### src/rtl/calc_pkg.sv
// rtl/calc_pkg.sv - shared key codes, operator and entry-state types for keypad entry
// Ports: none (package).
package calc_pkg;

    localparam logic [3:0] KEY_0    = 4'd0;
    localparam logic [3:0] KEY_1    = 4'd1;
    localparam logic [3:0] KEY_2    = 4'd2;
    localparam logic [3:0] KEY_3    = 4'd3;
    localparam logic [3:0] KEY_4    = 4'd4;
    localparam logic [3:0] KEY_5    = 4'd5;
    localparam logic [3:0] KEY_6    = 4'd6;
    localparam logic [3:0] KEY_7    = 4'd7;
    localparam logic [3:0] KEY_8    = 4'd8;
    localparam logic [3:0] KEY_9    = 4'd9;
    localparam logic [3:0] KEY_A    = 4'd10;
    localparam logic [3:0] KEY_B    = 4'd11;
    localparam logic [3:0] KEY_C    = 4'd12;
    localparam logic [3:0] KEY_D    = 4'd13;
    localparam logic [3:0] KEY_HASH = 4'd14;
    localparam logic [3:0] KEY_STAR = 4'd15;

    typedef enum logic [1:0] {
        OP_ADD = 2'd0,
        OP_SUB = 2'd1,
        OP_MUL = 2'd2,
        OP_DIV = 2'd3
    } op_t;

    typedef enum logic [1:0] {
        ENTER_A = 2'd0,
        ENTER_B = 2'd1,
        ISSUE   = 2'd2
    } entry_state_t;

    function automatic logic is_digit(input logic [3:0] code);
        return code <= KEY_9;
    endfunction

    function automatic logic is_op_key(input logic [3:0] code);
        return (code >= KEY_A) && (code <= KEY_D);
    endfunction

    // Operator keys A..D are consecutive codes, so the offset from KEY_A is the op.
    function automatic op_t key_to_op(input logic [3:0] code);
        logic [3:0] offs;
        offs = code - KEY_A;
        return op_t'(offs[1:0]);
    endfunction

endpackage

### src/rtl/bcd_entry_reg.sv
// rtl/bcd_entry_reg.sv - BCD shift-in entry register with digit count and full flag
// Ports:
//   clk, rst_n      clock, asynchronous active-low reset
//   clr             clear value and count (wins over shift_en)
//   shift_en        shift value left one nibble and insert digit (ignored when full)
//   digit           BCD digit to insert into nibble 0
//   value           assembled BCD value, nibble 0 least significant
//   count           number of digits entered so far
//   full            count has reached DIGITS
module bcd_entry_reg #(
    parameter int DIGITS = 4
) (
    input  logic                         clk,
    input  logic                         rst_n,
    input  logic                         clr,
    input  logic                         shift_en,
    input  logic [3:0]                   digit,
    output logic [4*DIGITS-1:0]          value,
    output logic [$clog2(DIGITS+1)-1:0]  count,
    output logic                         full
);
    import calc_pkg::*;

    localparam int CNT_W = $clog2(DIGITS+1);
    localparam logic [CNT_W-1:0] CNT_ONE = CNT_W'(1);
    localparam logic [CNT_W-1:0] CNT_MAX = CNT_W'(DIGITS);

    logic [4*DIGITS-1:0] value_q, value_d;
    logic [CNT_W-1:0]    count_q, count_d;
    logic [4*DIGITS+3:0] shifted;

    // Appending the digit then keeping the low nibbles drops the old top digit.
    assign shifted = {value_q, digit};
    assign full    = (count_q == CNT_MAX);

    always_comb begin
        value_d = value_q;
        count_d = count_q;
        if (clr) begin
            value_d = '0;
            count_d = '0;
        end else if (shift_en && !full) begin
            value_d = shifted[4*DIGITS-1:0];
            count_d = count_q + CNT_ONE;
        end
    end

    always_ff @(posedge clk or negedge rst_n) begin
        if (!rst_n) begin
            value_q <= '0;
            count_q <= '0;
        end else begin
            value_q <= value_d;
            count_q <= count_d;
        end
    end

    assign value = value_q;
    assign count = count_q;

endmodule

### src/rtl/keypad_entry.sv
// rtl/keypad_entry.sv - keypad operand/operator entry with req/ack issue to arithmetic stage
// Ports:
//   clk, rst_n           clock, asynchronous active-low reset
//   key_code, key_valid  decoded key and its one-cycle strobe
//   calc_ack             arithmetic stage accepts the pending transaction
//   calc_req             transaction pending
//   operand_a/operand_b  BCD operands, nibble 0 least significant
//   op                   operator (add/sub/mul/div)
//   disp_bcd, disp_sel   entry being shown and which operand it is
//   digit_cnt            digits in the entry being shown
module keypad_entry #(
    parameter int DIGITS = 4
) (
    input  logic                         clk,
    input  logic                         rst_n,
    input  logic [3:0]                   key_code,
    input  logic                         key_valid,
    input  logic                         calc_ack,
    output logic                         calc_req,
    output logic [4*DIGITS-1:0]          operand_a,
    output logic [4*DIGITS-1:0]          operand_b,
    output logic [1:0]                   op,
    output logic [4*DIGITS-1:0]          disp_bcd,
    output logic                         disp_sel,
    output logic [$clog2(DIGITS+1)-1:0]  digit_cnt
);
    import calc_pkg::*;

    localparam int CNT_W = $clog2(DIGITS+1);

    entry_state_t state_q, state_d;
    op_t          op_q, op_d;
    logic         calc_req_q, calc_req_d;

    logic a_clr, a_shift, b_clr, b_shift;
    logic [4*DIGITS-1:0] a_value, b_value;
    logic [CNT_W-1:0]    a_count, b_count;
    logic                a_full, b_full;

    bcd_entry_reg #(.DIGITS(DIGITS)) u_reg_a (
        .clk      (clk),
        .rst_n    (rst_n),
        .clr      (a_clr),
        .shift_en (a_shift),
        .digit    (key_code),
        .value    (a_value),
        .count    (a_count),
        .full     (a_full)
    );

    bcd_entry_reg #(.DIGITS(DIGITS)) u_reg_b (
        .clk      (clk),
        .rst_n    (rst_n),
        .clr      (b_clr),
        .shift_en (b_shift),
        .digit    (key_code),
        .value    (b_value),
        .count    (b_count),
        .full     (b_full)
    );

    always_comb begin
        state_d    = state_q;
        op_d       = op_q;
        calc_req_d = calc_req_q;
        a_clr      = 1'b0;
        a_shift    = 1'b0;
        b_clr      = 1'b0;
        b_shift    = 1'b0;

        case (state_q)
            ENTER_A: begin
                if (key_valid) begin
                    if (is_digit(key_code)) begin
                        a_shift = 1'b1;
                    end else if (is_op_key(key_code)) begin
                        op_d    = key_to_op(key_code);
                        b_clr   = 1'b1;
                        state_d = ENTER_B;
                    end else if (key_code == KEY_STAR) begin
                        a_clr = 1'b1;
                        b_clr = 1'b1;
                        op_d  = OP_ADD;
                    end
                end
            end
            ENTER_B: begin
                if (key_valid) begin
                    if (is_digit(key_code)) begin
                        b_shift = 1'b1;
                    end else if (is_op_key(key_code)) begin
                        op_d = key_to_op(key_code);
                    end else if (key_code == KEY_HASH) begin
                        calc_req_d = 1'b1;
                        state_d    = ISSUE;
                    end else begin
                        a_clr   = 1'b1;
                        b_clr   = 1'b1;
                        op_d    = OP_ADD;
                        state_d = ENTER_A;
                    end
                end
            end
            ISSUE: begin
                // Keys are never decoded here, so a key coinciding with the ack is dropped.
                if (calc_req_q && calc_ack) begin
                    calc_req_d = 1'b0;
                    a_clr      = 1'b1;
                    b_clr      = 1'b1;
                    op_d       = OP_ADD;
                    state_d    = ENTER_A;
                end
            end
            default: begin
                calc_req_d = 1'b0;
                a_clr      = 1'b1;
                b_clr      = 1'b1;
                op_d       = OP_ADD;
                state_d    = ENTER_A;
            end
        endcase
    end

    always_ff @(posedge clk or negedge rst_n) begin
        if (!rst_n) begin
            state_q    <= ENTER_A;
            op_q       <= OP_ADD;
            calc_req_q <= 1'b0;
        end else begin
            state_q    <= state_d;
            op_q       <= op_d;
            calc_req_q <= calc_req_d;
        end
    end

    // Display muxing selects only between flops on a registered state, so no
    // input reaches an output combinationally.
    assign calc_req  = calc_req_q;
    assign operand_a = a_value;
    assign operand_b = b_value;
    assign op        = op_q;
    assign disp_sel  = (state_q != ENTER_A);
    assign disp_bcd  = (state_q == ENTER_A) ? a_value : b_value;
    assign digit_cnt = (state_q == ENTER_A) ? a_count : b_count;

endmodule

### config.mk
export PLATFORM = sky130hd
export DESIGN_NAME = keypad_entry
export DESIGN_NICKNAME = d
export VERILOG_FILES = /design/src/rtl/calc_pkg.sv /design/src/rtl/bcd_entry_reg.sv /design/src/rtl/keypad_entry.sv
export SDC_FILE = /design/constraint.sdc
export NUM_CORES = 1
export LEC_CHECK = 0
export ABC_AREA = 1
export ABC_CLOCK_PERIOD_IN_PS = 1560
export BUFFER_PORTS_ARGS = -buffer_cell sky130_fd_sc_hd__buf_2
export CAP_MARGIN = 5
export CORE_ASPECT_RATIO = 1.25
export CORE_MARGIN = 2
export CORE_UTILIZATION = 28
export CTS_CLUSTER_SIZE = 16
export DETAILED_ROUTE_END_ITERATION = 8
export PLACE_DENSITY = 0.56
export REMOVE_ABC_BUFFERS = 1
export SLEW_MARGIN = 20
export SYNTH_ARGS = -nofsm -noshare
export SYNTH_HDL_FRONTEND = slang
export SYNTH_SLANG_ARGS = --single-unit
### constraint.sdc
create_clock -name clk -period 1.56 [get_ports clk]
set_input_delay 0.078 -clock clk [delete_from_list [all_inputs] [get_ports clk]]
set_output_delay 0.078 -clock clk [all_outputs]
set_load 0.01 [all_outputs]
==> impl_metrics.toml, run 1 <==
[run_status]
status = "finished clean"

[detailed_routing]
route.detailed.drc = 0
drt_iter0_markers = 138
antenna_left = 0
vias = 2329
routedWlPerCell_um = 12.66
via_per_inst = 4.812
dr.pass1.iters = 4
drt_wl_total_um = 6126

[cts]
cts.path.max_buffers = 2
htree_levels = 2
cts_sinks = 43
cts.clk_slew.worst_paths_ns = 0.08
clock_latency_ns = 0.30
cts-root-buf = "clkbuf_8"
cts_made_buffers = 5
tritoncts = "built"

[timing]
setup_slack_ns = 0.04307
setup_viol = 0
worstMarginPinSlew_ns = 0.4444
fin_skew_ns = 0.004854
slew_headroom_pct = 70.37
fmax_mhz = 659.2
fin_tns_setup_ns = 0
rsz0062_at_grt = "true"
fin_crit_ns = 1.517
fin_crit_sh_pct = 97.24
hold_viol = 0
slew_viol_final = 0

[worst_setup_path]
worstSetupPathType = "flop to primary output"
cp.required_ns = 1.48
crit_slowest_cell = "dfrtp_2"
crit_family = "flip-flops"
cp_data_arrival_time_ns = 1.44
worst_setup_path_end_kind = "primary output"
cp_slowest_stage_delay_ns = 0.45
start_kind = "flop"
worstPathCellList = "nor2_4 > buf_12 > buf_12 > nand2_1 > nand2_1 > buf_2"
critPathBufInv = 3
path_max_fanout = 10

[layout]
synthToLayoutAreaGrowth_pct = 33.01
antenna_cells = 0
nFillCells = 848
layout-drive-gt1-share_pct = 32.30
nets = 398

[global_routing]
grt_pass1_vias = 2060
grt_pass1_wl_um = 10120
grt_start_max_net_pins = 27
grt_overflow = 0
grtUsageTotal_pct = 13.76
antenna_found_initial = 0

[synthesis]
synth_edf_count = 0
ys_types = 25
synth-main-ff-cell = "dfrtp_1"
netlist_area_sq_um = 2350
synthArstFlopShare_pct = 100.0
synth-seq-cells = 43
syn_avg_cell_area_sq_um = 7.580
syn_inst = 310
seq_area_frac_synth_pct = 45.79
yosys_warnings = 0

[power]
powerDensity_nw_per_um2 = 1747
power.internal_mw = 3.217
p_sw_mw = 2.245
swShare_pct = 41.10
clkPwrFrac_pct = 18.9
pwr-share-seq_pct = 32.2
p_leak_nw = 1.744
ir_drop_uv = 678.2
comb_power_share_pct = 49.0
p_total_mw = 5.462

[floorplanning]
die_w_um = 85.94
rows = 37
die_area_sq_um = 9145
initial_core_util_pct = 28.68
coreArea_sq_um = 8194
die_h_um = 106.4
io_pins = 63

[placement]
post-place-ws_ns = 0.08382
place_congestion = 0.7763
numPortBuffers = 62
dp.final_hpwl_um = 4379

[job]
max_cap_violations = 0

[hold_path]
hp-class = "input port to flop"
## worst min-delay path: stages
cell and delay [ns]:
buf_2 0.11, nand3_1 0.07, a21oi_1 0.05
## sequential cells by signal (all words and copies together), names as in the netlist
| signal | flops |
|---|---|
| calc_req | 1 |
| op | 2 |
| state_q | 2 |
| u_reg_a.count | 3 |
| u_reg_a.value | 16 |
| u_reg_b.count | 3 |
| u_reg_b.value | 16 |
## power groups by stage
stage | Clock [mW] | Combinational, mW | Sequential, mW
after floorplan | 0 | 1.19 | 1.83
after global placement | 0 | 2.28 | 1.76
after detailed placement | 0 | 2.27 | 1.78
after CTS | 1.05 | 2.36 | 1.75
after global routing | 1.10 | 2.97 | 1.82
final | 1.03 | 2.67 | 1.76
## repair_timing
item,4_1_cts,5_1_grt
hold buffers,1,0
hold endpoints to repair,17,0
endpoints found under the setup margin,5,37
gates cloned,0,1
pin swaps,1,2
resized for setup,2,24
buffers inserted,2,5
## final timing paths
| check | depth (start not counted) | end | from | slack [ns] |
|---|---|---|---|---|
| max | 6 | disp_bcd[11] | state_q[1]$_DFFE_PN0P_ | 0.04 |
| min | 3 | u_reg_b.value[0]$_DFFE_PN0P_ | key_code[0] | 0.06 |
| max reg2reg | 7 | u_reg_b.count[2]$_DFFE_PN0P_ | state_q[1]$_DFFE_PN0P_ | 0.09 |
| min reg2reg | 2 | op[1]$_DFFE_PN0P_ | op[1]$_DFFE_PN0P_ | 0.48 |
| max in group asynchronous | 3 | u_reg_b.value[4]$_DFFE_PN0P_ | rst_n | 0.81 |
| min in group asynchronous | 2 | u_reg_a.value[11]$_DFFE_PN0P_ | rst_n | 0.25 |
## routing by layer
layer	vias to the layer above	wire length [um]	GRT usage (%)
li1	1154	-	-
met1	1107	2814	18.24
met2	61	2909	22.31
met3	7	304	2.484
met4	0	97	4.875
met5	-	0	0
## layout by cell type (no fill, tap or decap), types with 2 or more instances in the layout
master,Yosys,layout
o21ai_0,4,3
nor2_4,2,3
buf_2,10,62
nand3_1,51,51
ha_1,4,4
o21ai_1,3,4
a21oi_1,9,9
clkbuf_8,0,5
bufinv_16,0,2
buf_12,0,5
nand2_1,130,122
nand2_2,5,12
dfrtp_1,43,41
a21oi_2,8,8
nand2_8,0,2
nor2_2,4,3
nand4_1,4,4
nor2_1,6,6
dfrtp_2,0,2
buf_4,2,11
buf_6,0,4
inv_1,14,14
inv_2,2,3
## per-stage QoR
stage | util [%] | hold WS [ns] | cell area [sq um] | std cells
4_1_cts | 36.39 | 0.05491 | 2982 | 478
3_5_place_dp | 34.37 | 0.05166 | 2816 | 467
6_report | 38.14 | 0.05866 | 3126 | 484
2_1_floorplan | - | -0.2176 | 2262 | 295
3_3_place_gp | 34.37 | 0.05371 | 2816 | 467
5_1_grt | 38.14 | 0.07900 | 3126 | 484
## final cells by class
| type | instances | area, sq um | area share [%] |
|---|---|---|---|
| Sequential cell | 43 | 1079 | 34.51 |
| Multi-Input combinational cell | 236 | 1181 | 37.79 |
| Tap cell | 97 | 121.4 | 3.883 |
| Clock buffer | 6 | 72.57 | 2.322 |
| Inverter | 17 | 63.81 | 2.042 |
| Clock inverter | 2 | 60.06 | 1.922 |
| Timing Repair Buffer | 83 | 548.0 | 17.53 |
## cell families after synthesis
group	after synthesis	share of synthesized area, %
DFF	43	45.79
buffers and inverters	32	6.443
xor gates and xnor gates	1	0.3728
adders and majority gates	4	2.130
and+or+nand+nor	204	37.91
AOI/OAI and AO/OA	26	7.348
## synthesized netlist by cell type (2+ instances only)
library cell	number	area, sq um
inv_2	2	7.510
nand2_2	5	31.28
dfrtp_1	43	1076
buf_2	10	50.05
a21oi_2	8	70.07
o21ai_1	3	15.01
a21oi_1	9	45.04
nor2_2	4	25.02
ha_1	4	50.05
nand4_1	4	25.02
inv_1	14	52.55
nor2_1	6	22.52
nand3_1	51	255.2
nand2_1	130	488.0
o21ai_0	4	20.02
buf_4	2	15.01
nor2_4	2	22.52
clkbuf_1	2	7.510
(Power assumes the default switching activity.)
==> run 2: changes to the inputs <==
--- a/config.mk
+++ b/config.mk
@@ -11,10 +11,10 @@
 export CAP_MARGIN = 5
 export CORE_ASPECT_RATIO = 1.25
 export CORE_MARGIN = 2
-export CORE_UTILIZATION = 28
+export CORE_UTILIZATION = 36
 export CTS_CLUSTER_SIZE = 16
 export DETAILED_ROUTE_END_ITERATION = 8
-export PLACE_DENSITY = 0.56
+export PLACE_DENSITY = 0.66
 export REMOVE_ABC_BUFFERS = 1
 export SLEW_MARGIN = 20
 export SYNTH_ARGS = -nofsm -noshare
==> impl_metrics.toml, run 2 (same netlist as run 1, synthesis figures left out) <==
[run_status]
status = "finished clean"

[placement]
dpl.cell_count = 456
numPortBuffers = 62
place_congestion = 0.8385
dp.final_hpwl_um = 4318
post-place-ws_ns = 0.09217

[worst_setup_path]
reg2reg_from = "state_q[1]$_DFFE_PN0P_"
critPathLaunch = "state_q[1]$_DFFE_PN0P_"
start_kind = "flop"
rr_endpoint = "u_reg_b.value[2]$_DFFE_PN0P_"
cp_slowest_stage_delay_ns = 0.45
r2r_cells = 7
cp.required_ns = 1.48
worst_setup_path_end_kind = "primary output"
worstPathCellList = "nor2_4 > buf_6 > buf_6 > nand2_2 > nand2_1 > buf_2"
worstSetupPathType = "flop to primary output"
crit_path_end = "disp_bcd[5]"
cp_data_arrival_time_ns = 1.42
rrSetupSlack_ns = 0.10
path_max_fanout = 5
crit_slowest_cell = "dfrtp_2"
cpMostUsedCell = "buf_6"

[global_routing]
antenna_found_initial = 0
grtUsageTotal_pct = 17.68
grt_start_max_net_pins = 44
grt_pass1_wl_um = 10270
grt_pass1_vias = 2114
grt_overflow = 0

[layout]
multi_input_area_sq_um = 1187
utilization_pct = 48.84
antenna_cells = 0
mostFrequentLayoutCells = "nand2_1, buf_2, nand3_1, dfrtp_1, nand2_2"
layout.cells.non_filler = 470
nets = 396
synthToLayoutAreaGrowth_pct = 29.82
layout_commonest_cell = "nand2_1"
layout-drive-gt1-share_pct = 34.29
nFillCells = 630
seqCellArea_sq_um = 1079

[timing]
slew_headroom_pct = 63.09
fin_tns_setup_ns = 0
fin_crit_ns = 1.495
fmax_mhz = 668.9
fin_crit_sh_pct = 95.83
setup_viol = 0
hold_viol = 0
setup_slack_ns = 0.06507
worstMarginPinSlew_ns = 0.5537
slew_viol_final = 0
fin_skew_ns = 0.006353
rsz0062_at_grt = "true"

[cts]
tritoncts = "built"
cts-root-buf = "clkbuf_8"
cts.path.max_buffers = 2
clock_latency_ns = 0.30
cts.clk_slew.worst_paths_ns = 0.08
htree_levels = 2
cts_sinks = 43
cts_made_buffers = 5

[detailed_routing]
via_per_inst = 4.877
antenna_left = 0
drt_wl_total_um = 6088
route.detailed.drc = 0
vias = 2292
routedWlPerCell_um = 12.95
drt_iter0_markers = 258
dr.pass1.iters = 4

[power]
ir_drop_uv = 738.9
p_leak_nw = 1.721
powerDensity_nw_per_um2 = 1729

[floorplanning]
io_pins = 63
coreArea_sq_um = 6246
die_w_um = 76.26
die_h_um = 94.33
rows = 32
die_area_sq_um = 7193
initial_core_util_pct = 37.62

[hold_path]
hp-class = "input port to flop"
whs_path_depth = 3

[job]
max_cap_violations = 0
[run 2: how the worst min path moves through the flow]
stage / from / to
global placement: rst_n / u_reg_a.value[15]$_DFFE_PN0P_
CTS: key_code[0] / u_reg_b.value[0]$_DFFE_PN0P_
global route: key_code[0] / u_reg_b.value[0]$_DFFE_PN0P_
floorplan: rst_n / calc_req$_DFFE_PN0P_
finish: key_code[0] / u_reg_b.value[0]$_DFFE_PN0P_
detailed placement: rst_n / u_reg_a.value[6]$_DFFE_PN0P_
[run 2: repair_timing]
action                                  4_1_cts  5_1_grt
setup buffers                                 1        4
hold endpoints to repair                     43        0
cloned                                        0        1
resized for setup                             0       33
hold buffers                                  1        0
endpoints found under the setup margin       18       40
pin swaps                                     1        4
[run 2: area by class of cell]
class / count / area share [%]
Clock buffer: 5 / 2.256
Clock inverter: 3 / 1.436
Timing Repair Buffer: 82 / 16.45
Inverter: 17 / 2.092
Sequential cell: 43 / 35.36
Tap cell: 85 / 3.486
Multi-Input combinational cell: 235 / 38.93
[run 2: layer usage]
metal | GRT usage (%) | wire length [um] | up-vias
li1 | - | - | 1147
met5 | 0 | 0 | -
met4 | 6.515 | 94 | 0
met3 | 2.981 | 258 | 9
met1 | 23.15 | 2683 | 1074
met2 | 29.57 | 3051 | 62
[run 2: report_power, final]
part	internal [mW]	leakage [nW]	switching (mW)	total (mW)
logic	1.08	1.08	1.54	2.63
clock network	0.477	0.0581	0.393	0.870
registers	1.43	0.584	0.346	1.78
total	2.99	1.72	2.28	5.27
[run 2: critical path, delay by kind of cell (launching register included)]
kind	cells	cell delay, ns
buffers and inverters	3	0.36
flip-flops	1	0.45
AND/OR/NAND/NOR	3	0.30
[run 2: metrics by stage]
stage / total power, mW / hold slack [ns] / instance area [sq um]
after floorplan: 3.020 / -0.2176 / 2262
after global placement: 4.042 / 0.1885 / 2796
after detailed placement: 4.100 / 0.1945 / 2796
after CTS: 5.003 / 0.05439 / 2927
after global routing: 5.699 / 0.08759 / 3050
final: 5.274 / 0.07020 / 3050
==> run 3: changes to the inputs <==
--- a/config.mk
+++ b/config.mk
@@ -9,7 +9,6 @@
 export ABC_CLOCK_PERIOD_IN_PS = 1560
 export BUFFER_PORTS_ARGS = -buffer_cell sky130_fd_sc_hd__buf_2
 export CAP_MARGIN = 5
-export CORE_ASPECT_RATIO = 1.25
 export CORE_MARGIN = 2
 export CORE_UTILIZATION = 36
 export CTS_CLUSTER_SIZE = 16
==> impl_metrics.toml, run 3 (same netlist as run 1, synthesis figures left out) <==
[run_status]
status = "finished clean"

[timing]
setup_viol = 0
setup_slack_ns = 0.06300
fin_tns_setup_ns = 0
slew_viol_final = 0
fin_crit_ns = 1.497
slew_headroom_pct = 61.60
fin_skew_ns = 0.005340
hold_viol = 0
fin_crit_sh_pct = 95.96
worstMarginPinSlew_ns = 0.5760
fmax_mhz = 668.0

[layout]
multi_input_area_sq_um = 1142
antenna_cells = 0
layout_commonest_cell = "nand2_1"
mostFrequentLayoutCells = "nand2_1, buf_2, nand3_1, dfrtp_1, inv_1"
seqCellArea_sq_um = 1077
layout-drive-gt1-share_pct = 29.84
nets = 393
fin_area_sq_um = 2949
synthToLayoutAreaGrowth_pct = 25.51
nFillCells = 642

[global_routing]
grt_pass1_vias = 2102
grt_pass1_wl_um = 9977
grt_overflow = 0
antenna_found_initial = 0
grt_start_max_net_pins = 44
grtUsageTotal_pct = 17.26

[floorplanning]
die_h_um = 84.79
rows = 29
initial_core_util_pct = 37.22
die_w_um = 84.79
coreArea_sq_um = 6314
io_pins = 63
die_area_sq_um = 7189

[cts]
cts_sinks = 43
htree_levels = 2
cts.clk_slew.worst_paths_ns = 0.09
tritoncts = "built"
cts.path.max_buffers = 2
clock_latency_ns = 0.30
cts_made_buffers = 5
cts-root-buf = "clkbuf_8"

[job]
max_cap_violations = 0

[worst_setup_path]
cp_data_arrival_time_ns = 1.42
worstSetupPathType = "flop to primary output"
start_kind = "flop"
worst_setup_path_end_kind = "primary output"
cp.required_ns = 1.48
path_max_fanout = 5

[detailed_routing]
drt_iter0_markers = 126
drt_wl_total_um = 6253
dr.pass1.iters = 4
vias = 2342
route.detailed.drc = 0
antenna_left = 0
via_per_inst = 5.102
routedWlPerCell_um = 13.62

[placement]
dp.final_hpwl_um = 4400
post-place-ws_ns = 0.08956
placed_area_sq_um = 2776
place_congestion = 0.8542
numPortBuffers = 62

[power]
powerDensity_nw_per_um2 = 1664
p_leak_nw = 1.672
ir_drop_uv = 839.2

[hold_path]
hp-class = "input port to flop"
[run 3: changes by cell type in the layout (fill, tap and decap cells not counted), sizes merged]
cell / delta
buf: -3
clkbuf: +1
clkinv: -1
bufinv: -1
clkinvlp: +1
[run 3: final cells by class]
type,count,area share [%]
inverter,17,2.164
clock buffer,6,2.461
tap,77,3.267
sequential,43,36.53
multi-input combinational,235,38.74
clock inverter,2,0.4243
timing repair buffer,79,16.42
[run 3: layer usage]
| layer | part of all wire [%] | global-route usage [%] |
|---|---|---|
| met1 | 44 | 23.20 |
| met2 | 49 | 28.99 |
| met3 | 6.5 | 2.458 |
| met4 | 0.37 | 5.195 |
| met5 | 0 | 0 |
[run 3: repair_timing]
| action | CTS | global route |
|---|---|---|
| endpoints found under the hold margin | 43 | 0 |
| resized for setup | 3 | 10 |
| pin swaps | 1 | 3 |
| buffers inserted | 5 | 0 |
| hold buffers | 1 | 0 |
| setup endpoints to repair | 17 | 35 |
[run 3: critical path, cell delays in order (launching register included)]
cell and delay, ns:
dfrtp_2 0.43, nor2_4 0.19, buf_4 0.16, nand2_1 0.05, o21ai_0 0.11, buf_2 0.19
[run 3: worst paths after layout]
path	cells after the start	startpoint	slack, ns	endpoint
worst max-delay path	5	state_q[1]$_DFFE_PN0P_	0.06	digit_cnt[0]
worst min-delay path	3	key_code[0]	0.08	u_reg_b.value[0]$_DFFE_PN0P_
worst max register to register	7	state_q[1]$_DFFE_PN0P_	0.08	u_reg_b.value[8]$_DFFE_PN0P_
worst min register to register	2	op[1]$_DFFE_PN0P_	0.49	op[1]$_DFFE_PN0P_
max in group asynchronous	3	rst_n	0.75	state_q[1]$_DFFE_PN0P_
min in group asynchronous	3	rst_n	0.39	u_reg_a.value[10]$_DFFE_PN0P_
[run 3: report_power, final]
part	switching (mW)	leakage [nW]	internal, mW
clock	0.392	0.0412	0.313
combinational	1.48	1.05	0.976
sequential	0.315	0.585	1.43
total	2.19	1.67	2.72
[run 3: metrics by stage]
step                      hold slack, ns  utilization [%]  std cells  total power, mW
after global placement            0.1851            43.98        445            3.982
final                            0.08303            46.71        459            4.907
after CTS                        0.07370            46.18        459            4.856
after detailed placement          0.1980            43.98        445            4.024
after global routing              0.1055            46.71        459            5.281
after floorplan                  -0.2176                -        295            3.020
